===== src/rtl/pwm_decoder.sv =====
// pwm_decoder: measures an incoming PWM waveform.
// Reports period (rise to rise), high time (rise to fall) and a 4-bit level
// recovered from the high time. It also flags a line that stops toggling.
// Ports:
//   clock      - system clock, rising edge
//   reset      - asynchronous active-low reset
//   pwm_in     - asynchronous PWM line
//   period     - last measured period in cycles
//   high_time  - last measured high time in cycles
//   level      - sat15(high_time >> LVL_SHIFT); forced to 15/0 on stuck high/low
//   valid      - one-cycle pulse when period/high_time/level update
//   stuck      - no rising edge seen for TIMEOUT cycles
//   stuck_high - synchronized line value when stuck asserted
module pwm_decoder #(
    parameter int unsigned CNT_W     = 8,
    parameter int unsigned TIMEOUT   = 200,
    parameter int unsigned LVL_SHIFT = 1
) (
    input  logic             clock,
    input  logic             reset,
    input  logic             pwm_in,
    output logic [CNT_W-1:0] period,
    output logic [CNT_W-1:0] high_time,
    output logic [3:0]       level,
    output logic             valid,
    output logic             stuck,
    output logic             stuck_high
);

    localparam logic [CNT_W-1:0] CNT_MAX   = '1;
    localparam logic [CNT_W-1:0] TIMEOUT_C = CNT_W'(TIMEOUT);
    localparam logic [CNT_W-1:0] LVL_MAX   = CNT_W'(15);

    typedef enum logic [1:0] {
        IDLE = 2'd0,
        HIGH = 2'd1,
        LOW  = 2'd2
    } state_t;

    state_t           state_q, state_d;
    logic             sync1_q, sync1_d;
    logic             pwm_s_q, pwm_s_d;
    logic             pwm_d_q, pwm_d_d;
    logic [CNT_W-1:0] cnt_q, cnt_d;
    logic [CNT_W-1:0] hi_tmp_q, hi_tmp_d;
    logic [CNT_W-1:0] period_q, period_d;
    logic [CNT_W-1:0] high_time_q, high_time_d;
    logic [3:0]       level_q, level_d;
    logic             valid_q, valid_d;
    logic             stuck_q, stuck_d;
    logic             stuck_high_q, stuck_high_d;

    logic             rise, fall, timeout;
    logic [CNT_W-1:0] shifted;
    logic [3:0]       lvl_sat;

    // State register
    always_ff @(posedge clock or negedge reset) begin
        if (!reset) begin
            state_q      <= IDLE;
            sync1_q      <= 1'b0;
            pwm_s_q      <= 1'b0;
            pwm_d_q      <= 1'b0;
            cnt_q        <= '0;
            hi_tmp_q     <= '0;
            period_q     <= '0;
            high_time_q  <= '0;
            level_q      <= 4'd0;
            valid_q      <= 1'b0;
            stuck_q      <= 1'b0;
            stuck_high_q <= 1'b0;
        end else begin
            state_q      <= state_d;
            sync1_q      <= sync1_d;
            pwm_s_q      <= pwm_s_d;
            pwm_d_q      <= pwm_d_d;
            cnt_q        <= cnt_d;
            hi_tmp_q     <= hi_tmp_d;
            period_q     <= period_d;
            high_time_q  <= high_time_d;
            level_q      <= level_d;
            valid_q      <= valid_d;
            stuck_q      <= stuck_d;
            stuck_high_q <= stuck_high_d;
        end
    end

    // Next-state and measurement logic
    always_comb begin
        sync1_d      = pwm_in;
        pwm_s_d      = sync1_q;
        pwm_d_d      = pwm_s_q;
        state_d      = state_q;
        hi_tmp_d     = hi_tmp_q;
        period_d     = period_q;
        high_time_d  = high_time_q;
        level_d      = level_q;
        valid_d      = 1'b0;
        stuck_d      = stuck_q;
        stuck_high_d = stuck_high_q;

        rise    = pwm_s_q & ~pwm_d_q;
        fall    = ~pwm_s_q & pwm_d_q;
        // A rise on the timeout cycle wins, so a period of exactly TIMEOUT is legal
        timeout = (cnt_q == TIMEOUT_C) & ~rise;
        shifted = hi_tmp_q >> LVL_SHIFT;
        lvl_sat = (shifted > LVL_MAX) ? 4'd15 : shifted[3:0];

        if (rise) begin
            cnt_d = CNT_W'(1);
        end else if (cnt_q == CNT_MAX) begin
            cnt_d = cnt_q;
        end else begin
            cnt_d = cnt_q + CNT_W'(1);
        end

        if (rise) begin
            stuck_d = 1'b0;
        end

        case (state_q)
            IDLE: begin
                if (rise) begin
                    state_d = HIGH;
                end
            end
            HIGH: begin
                if (fall) begin
                    hi_tmp_d = cnt_q;
                    state_d  = LOW;
                end
            end
            LOW: begin
                if (rise) begin
                    period_d    = cnt_q;
                    high_time_d = hi_tmp_q;
                    level_d     = lvl_sat;
                    valid_d     = 1'b1;
                    state_d     = HIGH;
                end
            end
            default: begin
                state_d = IDLE;
            end
        endcase

        // Stuck line: level pinned to the rail the line is stuck at
        if (timeout) begin
            stuck_d      = 1'b1;
            stuck_high_d = pwm_s_q;
            level_d      = pwm_s_q ? 4'd15 : 4'd0;
            state_d      = IDLE;
        end
    end

    assign period     = period_q;
    assign high_time  = high_time_q;
    assign level      = level_q;
    assign valid      = valid_q;
    assign stuck      = stuck_q;
    assign stuck_high = stuck_high_q;

endmodule


===== config.mk =====
export PLATFORM = sky130hd
export DESIGN_NAME = pwm_decoder
export DESIGN_NICKNAME = d
export VERILOG_FILES = /design/src/rtl/pwm_decoder.sv
export SDC_FILE = /design/constraint.sdc
export NUM_CORES = 1
export LEC_CHECK = 0
export ABC_AREA = 1
export CAP_MARGIN = 20
export CORE_UTILIZATION = 57
export DETAILED_ROUTE_END_ITERATION = 6
export PLACE_DENSITY = 0.87
export SYNTH_ARGS = -nofsm -noshare
export SYNTH_HDL_FRONTEND = slang
export SYNTH_SLANG_ARGS = --single-unit

===== constraint.sdc =====
create_clock -name clock -period 4.61 [get_ports clock]
set_clock_uncertainty 0.15 [all_clocks]
set_input_delay 0.6915 -clock clock [delete_from_list [all_inputs] [get_ports clock]]
set_output_delay 0.6915 -clock clock [all_outputs]
set_load 0.005 [all_outputs]

==> summary.txt <==
Floorplan
  • Overall die area: 3549 um2
  • Starting utilization of the core area: roughly three fifths
  • Count of standard-cell rows: 20
  • Area of the core: 3103 um2
  • Chip Width: 59.57 um
  • Top-Level Pins: 26
  • Vertical extent of the die: slightly below 60 um

Global route
  • Global routing usage summed across all routing layers: 22.47%
  • Wire length of the first global-routing pass: 5671 um
  • Vias in the first global route: 1319
  • Number of antenna violations at the first check in global routing: 0
  • Largest net degree at the start of global routing: between 40 and 50
  • Residual overflow from global routing: 0

Clock network
  • Clock-pin slew on the worst setup and hold paths: 0.13 ns
  • H-tree depth: 2
  • Post-cts gate resize count: 0
  • Number of clock sinks seen by CTS: 44
  • Clock tree root driver cell: sky130_fd_sc_hd__clkbuf_4
  • Number of CTS-inserted buffers: 5
  • TritonCTS clock tree: done
  • Hold buffers post-CTS: 0
  • Source-to-sink clock delay at the later pin of the worst-skew pair: between 0.3 and 0.4 ns
  • Post-CTS setup repair buffer count: 0
  • Max clock buf depth: 2

Placement
  • Number of port buffers: 25
  • Placed wire-length estimate: 2408 um
  • Gp weighted congestion: 0.8458

Synthesis
  • Number of instances in the synthesized netlist: 211
  • Leading cell types by total area after synthesis: sky130_fd_sc_hd__dfrtp_1, sky130_fd_sc_hd__nand2_1, sky130_fd_sc_hd__nand3_1
  • Share of the synthesized area in the top cell type: 58.28%
  • Yosys warns: 0
  • Average footprint of a synthesized cell: 8.954 um2
  • Register area share after synthesis: 58.28%
  • Synth Cell Area: ~1900 um2
  • Library cell with the largest summed area after synthesis: sky130_fd_sc_hd__dfrtp_1
  • Seq cells post-synth: between 40 and 50
  • Net count after synthesis: 216
  • Distinct cell type count of the synthesized netlist: 23

Worst setup path
  • Cell depth of the worst flop-to-flop path: 7
  • Internal reg-to-reg setup slack: 2.88 ns
  • Worst-path cell chain: clkdlybuf4s50_1
  • Crit-path slowest cell: sky130_fd_sc_hd__clkdlybuf4s50_1
  • Kind of end point of the critical path: output port
  • Largest fanout on the critical path: 2
  • Reg-to-Reg End: level[1]
  • Class of the most critical setup path: flop to output port
  • Family with the most delay on the worst path: buffers and inverters
  • Endpoint required time on the critical path: around 3.8 ns
  • Arrival time of data at the critical path endpoint: about 1.2 ns
  • Crit path buf inv count: 1
  • Type of origin of the critical path: flop
  • Delay of the slowest cell on the worst path: about 0.50 ns
  • Startpoint of the most critical register-to-register path: pwm_d_d

Timing
  • Final number of max-transition violations: 0
  • Remaining max-slew budget at the tightest pin: 38.25%
  • Worst-Margin Slew: just over 0.9 ns
  • Setup_tns: 0 ns
  • Final hold violation count: 0
  • Endpoints failing setup: 0
  • Final critical-path share of the clock period: 45.22%
  • Unrepaired setup endpoints after global routing: no
  • Max Fclk: 479.7 MHz
  • Min Clock Period, post-route: 2.085 ns

Pwr
  • Leakage power summed over all cells: ~1.1 nW
  • Power density over the cells: 470.5 nW/um2
  • Internal power consumption: just over 0.7 mW
  • Combinational share of power: roughly 27%
  • Peak supply drop: approximately 0.24 mV
  • Switching component of the power: 0.3217 mW
  • Reg power frac: slightly above 50%
  • Switching power share of the total: 30.66%
  • Clk pwr share: 22.5%
  • Post-route total power: 1.049 mW

Job
  • Number of violations of the max-capacitance limit: 0

Outcome
  • Outcome: complete, no violations

Cells and area
  • Layout Nets: 243
  • Ratio of cells with drive above 1 in the final layout: 10.46%
  • Antenna diode instance count: 0
  • Area growth from synthesis to layout: 18.01%
  • Filler instances: ~250

Detailed routing
  • ANT nets after route: 0
  • Number of optimization iterations in the first detailed-route pass: 5
  • DRC violations left: 0
  • Initial DRC Count: roughly 50
  • Routed Wire Length: 3433 um
  • Routed via count: 1465
  • Average wire per standard cell: ~12 um
  • Vias per std cell: 5.177

Worst hold path
  • Worst hold start: pwm_s_d
  • Worst Hold Depth: 0
  • Worst min path class: flop to flop
  • Hold path endpoint: pwm_d_d
## metal layers
metal / track usage, % / vias up / part of all wire (%)
met2: 35.96 / 50 / 46
met3: 6.769 / 7 / 6.4
met4: 10.30 / 0 / 1.8
met1: 28.09 / 685 / 46
met5: 0 / - / 0
li1: - / 723 / -
## kinds of logic (layout without fill, tap and decap cells)
| family | Yosys count | count (layout) | share of synthesized area [%] |
|---|---|---|---|
| buf+inv | 23 | 51 | 5.496 |
| flops | 44 | 44 | 58.28 |
| compound gates | 23 | 23 | 7.152 |
| fa+ha+maj | 2 | 2 | 1.324 |
| simple gates | 119 | 119 | 27.75 |
## flip-flops by register name, summed over array words and instances (netlist names)
| signal | cells |
|---|---|
| stuck_high | 1 |
| stuck | 1 |
| pwm_d_q | 1 |
| pwm_s_d | 1 |
| state_q | 2 |
| high_time | 8 |
| hi_tmp_q | 8 |
| valid | 1 |
| pwm_d_d | 1 |
| cnt_q | 8 |
| period | 8 |
| level | 4 |
## synth_stat cells (all sizes together)
library cell,number
nand3,12
buf,4
nand2,87
dfrtp,44
inv,18
clkbuf,1
nor3,1
nand4,5
nand3b,2
o21ai,21
o22ai,1
nor2,12
ha,2
a21oi,1
## worst max path at each step
stage	slack (ns)	cells after the start	start	endpoint
finish	2.53	1	stuck	stuck
global route	2.47	1	period[7]	period[7]
CTS	2.51	1	period[0]	period[0]
detailed placement	2.92	9	cnt_q[1]	level[1]
global placement	2.92	1	period[0]	period[0]
floorplan	3.08	9	cnt_q[0]	level[0]
## final cells by class
cell class / count / area [um2] / share of cell area (%)
sequential: 44 / 1101 / 49.38
multi-input combinational: 144 / 684.4 / 30.70
timing repair buffer: 25 / 245.2 / 11.00
inverter: 18 / 67.56 / 3.030
tap: 44 / 55.05 / 2.469
clock buffer: 6 / 41.29 / 1.852
clock inverter: 2 / 35.03 / 1.571
## stage by stage
step	setup slack (ns)	utilization, %	cell area [um2]	instances	hold slack (ns)
5_1_grt	2.472	71.85	2230	283	0.2417
2_1_floorplan	3.083	-	1889	211	0.1812
4_1_cts	2.512	71.85	2230	283	0.2333
6_report	2.525	71.85	2230	283	0.2290
3_5_place_dp	2.921	69.40	2153	275	0.2049
3_3_place_gp	2.924	69.40	2153	275	0.1844
## power by group through the flow
stage | combinational [mW] | clock [mW] | sequential, mW
after floorplan | 0.155 | 0 | 0.528
after CTS | 0.288 | 0.239 | 0.526
after global routing | 0.324 | 0.256 | 0.537
after detailed placement | 0.286 | 0 | 0.534
final | 0.285 | 0.236 | 0.528
after global placement | 0.281 | 0 | 0.531
## placed cells by master (no fill, tap or decap), drive strengths merged
cell type / count
a21oi: 1
buf: 1
bufinv: 1
clkbuf: 6
clkdlybuf4s50: 24
clkinv: 1
dfrtp: 44
ha: 2
inv: 18
nand2: 87
nand3: 12
nand3b: 2
nand4: 5
nor2: 12
nor3: 1
o21ai: 21
o22ai: 1
No activity file was read; power rests on OpenSTA's default activity.
